===== src/rtl/pulse_step_counter_if.sv =====
// rtl/pulse_step_counter_if.sv - control inputs and status outputs of pulse_step_counter
interface pulse_step_counter_if #(
   parameter int WIDTH      = 8,
   parameter int STEP_WIDTH = 4,
   parameter int DIV_WIDTH  = 4
);
   logic                  enable;
   logic [DIV_WIDTH-1:0]  divide;
   logic                  up;
   logic [STEP_WIDTH-1:0] step;
   logic                  saturate;
   logic                  load;
   logic [WIDTH-1:0]      load_value;
   logic [WIDTH-1:0]      value;
   logic                  tick;
   logic                  limit;

   modport master (
      output enable, divide, up, step, saturate, load, load_value,
      input  value, tick, limit
   );

   modport slave (
      input  enable, divide, up, step, saturate, load, load_value,
      output value, tick, limit
   );
endinterface


===== src/rtl/pulse_step_counter.sv =====
// rtl/pulse_step_counter.sv - up/down counter with clock-enable prescaler, runtime step, wrap or saturate
module pulse_step_counter #(
   parameter int               WIDTH       = 8,
   parameter int               STEP_WIDTH  = 4,
   parameter int               DIV_WIDTH   = 4,
   parameter logic [WIDTH-1:0] RESET_VALUE = {WIDTH{1'b1}}
) (
   input logic                 clock,
   input logic                 reset_,
   pulse_step_counter_if.slave bus
);
   logic [DIV_WIDTH-1:0] pcnt;
   logic [WIDTH-1:0]     count;
   logic                 tick_q;
   logic                 limit_q;
   logic [WIDTH:0]       step_ext;
   logic [WIDTH:0]       sum;
   logic [WIDTH:0]       diff;
   logic                 fire;
   logic                 wrapped;
   logic [WIDTH-1:0]     next_count;

   assign step_ext = (WIDTH+1)'(bus.step);
   assign sum      = {1'b0, count} + step_ext;
   assign diff     = {1'b0, count} - step_ext;

   // >= rather than == so that lowering divide mid-period fires on the next enabled edge
   assign fire = (pcnt >= bus.divide);

   always_comb begin
      wrapped    = 1'b0;
      next_count = count;
      if (bus.up) begin
         wrapped    = sum[WIDTH];
         next_count = sum[WIDTH-1:0];
         if (wrapped && bus.saturate)
            next_count = {WIDTH{1'b1}};
      end else begin
         wrapped    = diff[WIDTH];
         next_count = diff[WIDTH-1:0];
         if (wrapped && bus.saturate)
            next_count = {WIDTH{1'b0}};
      end
   end

   always_ff @(posedge clock) begin
      if (!reset_) begin
         count   <= RESET_VALUE;
         pcnt    <= '0;
         tick_q  <= 1'b0;
         limit_q <= 1'b0;
      end else if (bus.load) begin
         count   <= bus.load_value;
         pcnt    <= '0;
         tick_q  <= 1'b0;
         limit_q <= 1'b0;
      end else if (bus.enable) begin
         tick_q <= fire;
         if (fire) begin
            pcnt    <= '0;
            count   <= next_count;
            limit_q <= wrapped;
         end else begin
            pcnt    <= pcnt + DIV_WIDTH'(1);
            limit_q <= 1'b0;
         end
      end else begin
         tick_q  <= 1'b0;
         limit_q <= 1'b0;
      end
   end

   assign bus.value = count;
   assign bus.tick  = tick_q;
   assign bus.limit = limit_q;
endmodule


===== src/flat_wrapper.sv =====
// flat-port wrapper written by rule: the top's interface ports become plain ports
module pulse_step_counter_flat 
#(
   parameter int               WIDTH       = 8,
   parameter int               STEP_WIDTH  = 4,
   parameter int               DIV_WIDTH   = 4,
   parameter logic [WIDTH-1:0] RESET_VALUE = {WIDTH{1'b1}}
)
  (clock, reset_, bus_enable, bus_divide, bus_up, bus_step, bus_saturate, bus_load, bus_load_value, bus_value, bus_tick, bus_limit);
  pulse_step_counter_if #(.WIDTH(WIDTH), .STEP_WIDTH(STEP_WIDTH), .DIV_WIDTH(DIV_WIDTH)) bus_i ();
  input logic clock;
  input logic reset_;
  input wire logic [$bits(bus_i.enable)-1:0] bus_enable;
  input wire logic [$bits(bus_i.divide)-1:0] bus_divide;
  input wire logic [$bits(bus_i.up)-1:0] bus_up;
  input wire logic [$bits(bus_i.step)-1:0] bus_step;
  input wire logic [$bits(bus_i.saturate)-1:0] bus_saturate;
  input wire logic [$bits(bus_i.load)-1:0] bus_load;
  input wire logic [$bits(bus_i.load_value)-1:0] bus_load_value;
  output wire logic [$bits(bus_i.value)-1:0] bus_value;
  output wire logic [$bits(bus_i.tick)-1:0] bus_tick;
  output wire logic [$bits(bus_i.limit)-1:0] bus_limit;
  assign bus_i.enable = bus_enable;
  assign bus_i.divide = bus_divide;
  assign bus_i.up = bus_up;
  assign bus_i.step = bus_step;
  assign bus_i.saturate = bus_saturate;
  assign bus_i.load = bus_load;
  assign bus_i.load_value = bus_load_value;
  assign bus_value = bus_i.value;
  assign bus_tick = bus_i.tick;
  assign bus_limit = bus_i.limit;
  pulse_step_counter #(.WIDTH(WIDTH), .STEP_WIDTH(STEP_WIDTH), .DIV_WIDTH(DIV_WIDTH), .RESET_VALUE(RESET_VALUE)) u_core (.clock(clock), .reset_(reset_), .bus(bus_i));
endmodule

===== config.mk =====
export PLATFORM = sky130hd
export DESIGN_NAME = pulse_step_counter_flat
export DESIGN_NICKNAME = d
export VERILOG_FILES = /design/src/rtl/pulse_step_counter_if.sv /design/src/rtl/pulse_step_counter.sv /design/src/flat_wrapper.sv
export SDC_FILE = /design/constraint.sdc
export NUM_CORES = 1
export LEC_CHECK = 0
export CAP_MARGIN = 20
export CORE_ASPECT_RATIO = 2
export CORE_MARGIN = 2
export CORE_UTILIZATION = 25
export CTS_BUF_LIST = sky130_fd_sc_hd__clkbuf_8
export DETAILED_ROUTE_END_ITERATION = 12
export MAX_ROUTING_LAYER = met4
export SYNTH_ARGS = -nofsm -noshare
export SYNTH_HDL_FRONTEND = slang
export SYNTH_SLANG_ARGS = --single-unit

===== constraint.sdc =====
create_clock -name clock -period 2.9 [get_ports clock]
set_input_delay 0.435 -clock clock [delete_from_list [all_inputs] [get_ports clock]]
set_output_delay 0.435 -clock clock [all_outputs]
set_load 0.02 [all_outputs]

=== Word-level counts from Yosys, hierarchy flattened ===
Cells that the tools add are included.

* Muxes and demuxes: 8
* Magnitude comparators: 1
* Add/sub/neg operators: 3
* Div/mod/pow operators: 0
* Multipliers: 0
* Shift operators: 0
* Bitwise gates (word level): 3
* Equality and inequality tests: 0
* Reduce and logical (&&, ||, !) cells: 8

{| class="wikitable"
|+ Operators with widths
! cell !! count
|-
| 8-bit 2-to-1 mux || 6
|-
| 8-bit by 4-bit adder with 9-bit output || 1
|-
| 8-bit by 4-bit subtractor with 9-bit output || 1
|-
| 4-bit by 1-bit adder with 4-bit output (second input constant) || 1
|-
| 4-bit greater-or-equal comparator || 1
|-
| 4-bit 2-to-1 mux || 1
|-
| 2-bit nonzero test || 2
|-
| 4-bit OR reduction || 1
|-
| 1-bit inverter || 3
|-
| 3-bit OR reduction || 1
|-
| 1-bit logical AND || 2
|-
| 2-bit AND reduction || 1
|-
| 2-bit OR reduction || 1
|-
| 1-bit 2-to-1 mux || 1
|}

* Memory bits (writable): 0
* Memory bits (read-only): 0
* Latch bits: 0
* Memories: 0
* Bits in registers: 14
* Word-level logic and storage cells: 27

=== Longest topological paths before layout ===
Gate-level depths: netlist (run 1).

* Word-level depth: 7
* Gate-level depth with buffers: 9
* Depth with buffers taken out: 9

=== Worst setup path after synthesis (run 1) ===
OpenSTA, ideal clock, no wires.

* Kind: input -> register
* Start: input bus_step[0]
* End: register u_core.count[6], in the netlist u_core.bus.value[6]
* Library setup time: 0.072 ns
* Path buffers: 0
* Path slack: 0.706 ns
* Data arrival time: 2.122 ns
* Stages on the path: 7
* Cells stage by stage: ha_1 > fa_1 > nor3b_1 > or3_4 > and4_1 > a211oi_1 > a2bb2oi_1

* Cells in the longest elaborated chain, start to end: 7
* Elaborated cells on any way between the ends: 10

{| class="wikitable"
|+ Ends and longest elaborated chain
! what !! RTL line !! source
|-
| start, declared || flat_wrapper.sv:16 || <nowiki>input wire logic [$bits(bus_i.step)-1:0] bus_step;</nowiki>
|-
| 8-bit by 4-bit subtractor with 9-bit output / 8-bit by 4-bit adder with 9-bit output (equally long branches) || pulse_step_counter.sv:25, pulse_step_counter.sv:24 ||
|-
| 1-bit logical AND (on tied branches) || pulse_step_counter.sv:41, pulse_step_counter.sv:36 ||
|-
| 8-bit 2-to-1 mux (on tied branches) || pulse_step_counter.sv:41, pulse_step_counter.sv:36 ||
|-
| 8-bit 2-to-1 mux (*) || pulse_step_counter.sv:33 || <nowiki>if (bus.up) begin</nowiki>
|-
| 8-bit 2-to-1 mux (*) || pulse_step_counter.sv:59 || <nowiki>if (fire) begin</nowiki>
|-
| 8-bit 2-to-1 mux (*) || pulse_step_counter.sv:57 || <nowiki>end else if (bus.enable) begin</nowiki>
|-
| 8-bit 2-to-1 mux (*) || pulse_step_counter.sv:52 || <nowiki>end else if (bus.load) begin</nowiki>
|-
| end signal, assigned || pulse_step_counter.sv:53 || <nowiki>count <= bus.load_value;</nowiki>
|-
| end signal, assigned || pulse_step_counter.sv:61 || <nowiki>count <= next_count;</nowiki>
|-
| end, declared || pulse_step_counter.sv:13 || <nowiki>logic [WIDTH-1:0] count;</nowiki>
|}

Every way passes the cells marked *; elsewhere a longest branch is shown, timed or not. The select of a mux whose other input is x is not followed.
A chain may end at the register's enable or synchronous reset.

=== Final worst setup path (run 1) ===
* Start: input bus_step[0]
* End: register u_core.count[3], in the netlist u_core.bus.value[3]

The elaborated chain is that of the path after synthesis.

==> flow_metrics.py, run 1 <==
metrics = {
    "logic_synthesis": {
        "netlist.area_leader.share": 0.1972,
        "synth_xor_area_frac": 0.03697,
        "synth_compound_area_frac": 0.2817,
        "yosys.area.top_type": "dfxtp_1",
        "synth_top_family_by_area": "compound AO/OA/AOI/OAI gates",
        "synth-edff-count": 0,
        "syn_nets": 205,
        "synthesis.area_um2": 1421,
        "synth_common_cells": "14 x dfxtp_1, 14 x inv_1, 13 x ha_1",
        "synth_ff_type": "dfxtp_1",
        "ys_warn_count": 0,
        "yosysSeqAreaShare": 0.1972,
        "synthSimpleGateAreaFrac": 0.2456,
        "synthAdderAreaFrac": 0.1426,
        "yosys-top-cells-area": "dfxtp_1 20%, ha_1 11%, o31ai_1 4.2%",
        "synth_mux_area_frac": 0.02113,
        "ys_types": 56,
        "netlist_instances": 168,
        "async_flop_share": 0,
        "syn_avg_cell_area_um2": 8.460,
        "ys_seq_elements": 14,
    },
    "clock_network": {
        "ctsResizeCount": 0,
        "cts_tree": "yes",
        "cts_buffers": 3,
        "clock_path_buffers": 2,
        "ctsHoldBuffers": 0,
        "h-tree-depth": 1,
        "clkLatencyLatePin_ns": 0.25,
        "numClockSinks": 14,
        "path_clk_slew_ns": 0.06,
        "cts_setup_buffers": 0,
        "cts-root-buf": "clkbuf_8",
    },
    "finish": {
        "stdcell_count": 260,
        "areaGrowthSynthToFinish_pct": 30.90,
        "diodes": 0,
        "drive_gt1_frac": 0.1000,
        "fin_nets": 238,
    },
    "global_route": {
        "grt_pass1_wl_um": 6624,
        "grt_overflow": 0,
        "grt_pass1_vias": 1433,
        "grt_usage": 0.1377,
        "grt_max_degree": 19,
        "grt_antenna_before_repair": 0,
    },
    "routing": {
        "drt-pass1-iter-count": 4,
        "remaining_drc_errors": 0,
        "drt_wl_total_um": 4021,
        "drt_first_iter_violations": 25,
        "routedWlPerCell_um": 15.47,
        "viasPerCell": 5.327,
        "vias": 1385,
        "drtAntennaViolNets": 0,
    },
    "timing": {
        "hold_violations": 0,
        "setup_viol": 0,
        "worst_pin_slew_ns": 0.5356,
        "fin_crit_sh": 0.8599,
        "finClkSkew_ns": 0.004682,
        "relSlewSlack": 0.6424,
        "max_freq_mhz": 401.0,
        "finalMaxSlewViolations": 0,
        "tns_ns": 0,
        "fin_crit_ns": 2.494,
        "rsz0062_at_grt": "false",
    },
    "place": {
        "portBuffers": 31,
        "gp_congestion": 0.8929,
        "placed_cells": 256,
        "hpwl_um": 3321,
    },
    "job": {
        "drv_cap": 0,
    },
    "floorplanning": {
        "dieHeight_um": 110.6,
        "num_io_pins": 32,
        "rows": 38,
        "core_area_um2": 5468,
        "initial_core_util": 0.2600,
        "dieArea_um2": 6341,
        "die_w_um": 57.32,
    },
    "hold_path": {
        "min_path_type": "reg -> reg",
        "min_from": "u_core.pcnt[2]$_SDFFE_PP0P_",
    },
    "setup_path": {
        "cp.arrival_ns": 2.63,
        "cp_cell_sequence": "clkdlybuf4s50_1 > ha_1 > inv_1 > fa_1 > a21o_1 > and2_1 > or4_1 > nand3b_1 > o31ai_1",
        "worstReg2RegEnd": "u_core.bus.value[3]$_SDFFE_PN1P_",
        "cpPeakStageDelay_ns": 0.48,
        "crit_type": "in -> reg",
        "cp-endpoint": "u_core.bus.value[3]$_SDFFE_PN1P_",
        "critPathBufInv": 2,
        "crit_path_start": "bus_step[0]",
        "crit_path_start_kind": "primary input",
        "crit_required_ns": 3.03,
        "r2r_cells": 9,
        "r2r-start": "u_core.bus.value[0]$_SDFFE_PN1P_",
        "cp.depth": 9,
        "critPathCaptureType": "flop",
        "crit_fanout": 4,
        "r2r_slack_ns": 0.64,
        "critical-path-slowest-cell": "clkdlybuf4s50_1",
        "crit_family": "simple AND/OR/NAND/NOR gates",
    },
    "power_and_ir_drop": {
        "power.density_nw_per_um2": 353.2,
        "leakagePower_nw": 0.7206,
        "ir_worst_vdd_mv": 0.2354,
    },
    "run_status": {
        "status": "finished clean",
    },
}
-- final cells by class --
| cell class | instances | area, um^2 |
|---|---|---|
| multi-input cells | 130 | 1035 |
| well taps | 60 | 75.07 |
| fillers | 586 | 3607 |
| flip-flops and latches | 14 | 280.3 |
| clock buffers | 4 | 55.05 |
| inverters | 14 | 52.55 |
| repair buffers | 38 | 362.8 |
-- per-stage QoR --
stage	worst slack [ns]	area, um^2	util	total power, W	hold WS (ns)
after floorplan	0.7061	1421	-	0.0003792	0.4830
after CTS	0.3944	1861	0.3403	0.0006629	0.5700
after global routing	0.2218	1861	0.3403	0.0006941	0.6010
after global placement	0.1321	1805	0.3302	0.0004681	0.5219
final	0.4064	1861	0.3403	0.0006571	0.5659
after detailed placement	0.1399	1805	0.3302	0.0004681	0.5510
-- worst min path at each step --
stage	end	slack, ns	cells after the start
2_1_floorplan	u_core.pcnt[3]$_SDFFE_PP0P_	0.48	2
3_3_place_gp	u_core.pcnt[3]$_SDFFE_PP0P_	0.52	2
3_5_place_dp	u_core.pcnt[2]$_SDFFE_PP0P_	0.55	2
4_1_cts	u_core.pcnt[2]$_SDFFE_PP0P_	0.57	2
5_1_grt	u_core.pcnt[1]$_SDFFE_PP0P_	0.60	2
6_report	u_core.pcnt[2]$_SDFFE_PP0P_	0.57	2
-- layout by cell type, fill, tap and decap left out, drive strengths merged, types with 3 or more instances in the layout --
cell type | synthesis | layout
clkdlybuf4s50 | 0 | 31
o21ai | 8 | 8
a32oi | 4 | 4
xnor2 | 3 | 3
buf | 4 | 7
nor2 | 11 | 11
o31a | 3 | 3
o31ai | 8 | 8
or4 | 3 | 3
o21a | 4 | 4
nor2b | 3 | 3
mux2i | 3 | 3
inv | 14 | 14
dfxtp | 14 | 14
clkbuf | 6 | 4
nand2 | 8 | 8
xor2 | 3 | 3
nand4 | 5 | 5
a211oi | 4 | 4
nor3 | 3 | 3
o211ai | 3 | 3
ha | 13 | 13
nand2b | 9 | 9
-- where the power goes --
group	internal, W	switching (W)	total (W)
Combinational	0.000124	0.000120	0.000244
Clock	0.000120	0.0000728	0.000193
Sequential	0.000201	0.0000196	0.000220
Total	0.000445	0.000212	0.000657
-- cells by family after synthesis --
| group | count (synthesis) |
|---|---|
| buffers and inverters | 24 |
| and+or+nand+nor | 57 |
| DFF | 14 |
| xor gates and xnor gates | 6 |
| AOI/OAI and AO/OA | 49 |
| muxes | 3 |
| adders and majority gates | 15 |
-- state kept, by name (all words and copies together), names as in the netlist --
signal / count
u_core.bus.value: 8
u_core.pcnt: 4
u_core.bus.limit: 1
u_core.bus.tick: 1
-- tightest hold or removal path: stages (launching register included) --
cell     delay (ns)
dfxtp_1        0.38
xor2_1         0.08
nor2_1         0.07
-- routing by layer --
metal	GRT usage	up-vias	share of wire
met5	-	-	0
met4	0.08527	0	0.048
met3	0.01288	12	0.028
met2	0.2651	31	0.60
met1	0.1193	651	0.32
li1	-	691	-
Power figures use the tool's default switching activity.
==> run 2, diff against run 1 <==
--- a/config.mk
+++ b/config.mk
@@ -6,4 +6,5 @@
 export NUM_CORES = 1
 export LEC_CHECK = 0
+export ABC_AREA = 0
 export CAP_MARGIN = 20
 export CORE_ASPECT_RATIO = 2
@@ -12,4 +13,5 @@
 export CTS_BUF_LIST = sky130_fd_sc_hd__clkbuf_8
 export DETAILED_ROUTE_END_ITERATION = 12
+export GPL_ROUTABILITY_DRIVEN = 1
 export MAX_ROUTING_LAYER = met4
 export SYNTH_ARGS = -nofsm -noshare
==> constraint.sdc (replaced) <==
create_clock -name clock -period 2.9 [get_ports clock]
set_input_delay 0.435 -clock clock [delete_from_list [all_inputs] [get_ports clock]]
set_output_delay 0.435 -clock clock [all_outputs]
set_load 0.1 [all_outputs]
==> run 2 against run 1 <==
Net effect:
- global-route usage decreased by 0.11 points
- maximum frequency decreased by 0.38%
- cell area decreased by 1.3%
- core utilization decreased by 0.46 points
- first-iteration DRC count decreased by 28%
- wire length decreased by 2.3%
- combinational power increased by 17%
- largest cell class unchanged
==> flow_metrics.py, run 2 (same netlist as run 1, synthesis figures left out) <==
metrics = {
    "timing": {
        "relSlewSlack": 0.6356,
        "fin_crit_sh": 0.8632,
        "fin_crit_ns": 2.503,
        "whs_ns": 0.5428,
        "worst_pin_slew_ns": 0.5458,
        "tns_ns": 0,
        "hold_violations": 0,
        "finalMaxSlewViolations": 0,
        "setup_viol": 0,
        "rsz0062_at_grt": "false",
        "max_freq_mhz": 399.5,
        "finClkSkew_ns": 0.002134,
    },
    "clock_network": {
        "ctsHoldBuffers": 0,
        "clkLatencyLatePin_ns": 0.25,
        "cts_setup_buffers": 0,
        "numClockSinks": 14,
        "path_clk_slew_ns": 0.06,
        "clock_path_buffers": 2,
        "cts-root-buf": "clkbuf_8",
        "ctsResizeCount": 0,
        "cts_tree": "yes",
        "cts_buffers": 3,
        "h-tree-depth": 1,
    },
    "setup_path": {
        "cp_cell_sequence": "clkdlybuf4s50_1 > ha_1 > inv_1 > fa_1 > a21o_1 > a2111oi_2 > mux2i_1 > o21ai_1 > a2bb2oi_1",
        "critPathCaptureType": "flop",
        "crit_required_ns": 3.03,
        "crit_fanout": 4,
        "r2r_slack_ns": 0.65,
        "crit_type": "in -> reg",
        "r2r-start": "u_core.bus.value[0]$_SDFFE_PN1P_",
        "cp.arrival_ns": 2.63,
        "crit_path_start_kind": "primary input",
        "r2r_cells": 9,
        "worstReg2RegEnd": "u_core.bus.value[6]$_SDFFE_PN1P_",
        "critical-path-slowest-cell": "clkdlybuf4s50_1",
        "cpPeakStageDelay_ns": 0.49,
    },
    "global_route": {
        "grt_pass1_vias": 1393,
        "grt_usage": 0.1366,
        "grt_pass1_wl_um": 6561,
        "grt_antenna_before_repair": 0,
        "grt_overflow": 0,
        "grt_max_degree": 19,
    },
    "finish": {
        "largest_reg_flops": 8,
        "diodes": 0,
        "fillCellCount": 591,
        "areaGrowthSynthToFinish_pct": 29.14,
        "drive_gt1_frac": 0.1500,
        "final_util": 0.3357,
        "fin_nets": 238,
        "fin_area_um2": 1836,
        "layout_common_cells": "21 x clkdlybuf4s50_1, 17 x buf_4, 14 x inv_1, 14 x dfxtp_1, 13 x ha_1",
        "final_common_cell": "clkdlybuf4s50_1",
    },
    "run_status": {
        "status": "finished clean",
    },
    "job": {
        "drv_cap": 0,
    },
    "floorplanning": {
        "rows": 38,
        "dieArea_um2": 6341,
        "core_area_um2": 5468,
        "die_w_um": 57.32,
        "initial_core_util": 0.2600,
        "dieHeight_um": 110.6,
        "num_io_pins": 32,
    },
    "routing": {
        "drt-pass1-iter-count": 6,
        "drtAntennaViolNets": 0,
        "remaining_drc_errors": 0,
        "drt_wl_total_um": 3927,
        "vias": 1372,
        "drt_first_iter_violations": 18,
        "routedWlPerCell_um": 15.10,
        "viasPerCell": 5.277,
    },
    "hold_path": {
        "hold_end": "u_core.pcnt[3]$_SDFFE_PP0P_",
        "hold_depth": 2,
        "min_path_type": "reg -> reg",
        "min_from": "u_core.pcnt[3]$_SDFFE_PP0P_",
    },
    "power_and_ir_drop": {
        "power.density_nw_per_um2": 380.7,
        "leakagePower_nw": 0.7258,
        "ir_worst_vdd_mv": 0.3892,
    },
    "place": {
        "gp_congestion": 0.8742,
        "placed_area_um2": 1780,
        "portBuffers": 31,
        "hpwl_um": 3319,
    },
}
## run 2: cell count changes in the layout (fill, tap and decap cells not counted)
cell | before | now
clkdlybuf4s50_1 | 31 | 21
buf_4 | 7 | 17
## run 2: final cells by class
type	count	area [um^2]	area share
multi-input cells	130	1035	0.5637
repair buffers	38	337.8	0.1840
flip-flops and latches	14	280.3	0.1527
well taps	60	75.07	0.04090
clock buffers	4	55.05	0.02999
inverters	14	52.55	0.02863
## run 2: power breakdown
part           leakage, nW  internal, W  total [W]  switching [W]
Combinational        0.582     0.000121   0.000285       0.000163
Sequential           0.115     0.000201   0.000221      0.0000198
Clock               0.0288     0.000120   0.000194      0.0000732
## run 2: worst max-delay path, delay by kind of cell
| kind | cells | cell delay [ns] |
|---|---|---|
| AO/OA/AOI/OAI | 4 | 0.87 |
| adder cells (fa/ha/maj) | 2 | 0.57 |
| buffers and inverters | 2 | 0.54 |
| multiplexers | 1 | 0.23 |
## run 2: how the worst max path moves through the flow
stage / startpoint / end / slack, ns / cells after the start
after CTS: bus_step[0] / u_core.bus.value[6]$_SDFFE_PN1P_ / 0.37 / 8
final: bus_step[0] / u_core.bus.value[6]$_SDFFE_PN1P_ / 0.40 / 9
after floorplan: u_core.bus.value[2]$_SDFFE_PN1P_ / u_core.bus.value[6]$_SDFFE_PN1P_ / 0.27 / 7
after global routing: bus_step[0] / u_core.bus.value[6]$_SDFFE_PN1P_ / 0.22 / 9
after global placement: bus_step[0] / u_core.bus.value[6]$_SDFFE_PN1P_ / 0.13 / 9
after detailed placement: bus_step[0] / u_core.bus.value[6]$_SDFFE_PN1P_ / 0.11 / 8
## run 2: metrics by stage
step	setup WS (ns)	power, W	cells
finish	0.3969	0.0006988	260
global route	0.2205	0.0007403	260
CTS	0.3729	0.0007050	260
floorplan	0.2718	0.0004238	168
detailed placement	0.1147	0.0005103	256
global placement	0.1314	0.0005104	256
## run 2: metal layers
metal / wire length (um) / GRT usage / share of wire
met2: 2379 / 0.2651 / 0.61
met3: 104 / 0.01405 / 0.026
met4: 153 / 0.07442 / 0.039
met1: 1291 / 0.1203 / 0.33
met5: 0 / - / 0
==> run 3, diff against run 2 <==
Settings changed: CAP_MARGIN 20 to 5.
==> results of run 3 <==
The final DEF is identical to that of run 2; final timing and power are the same.
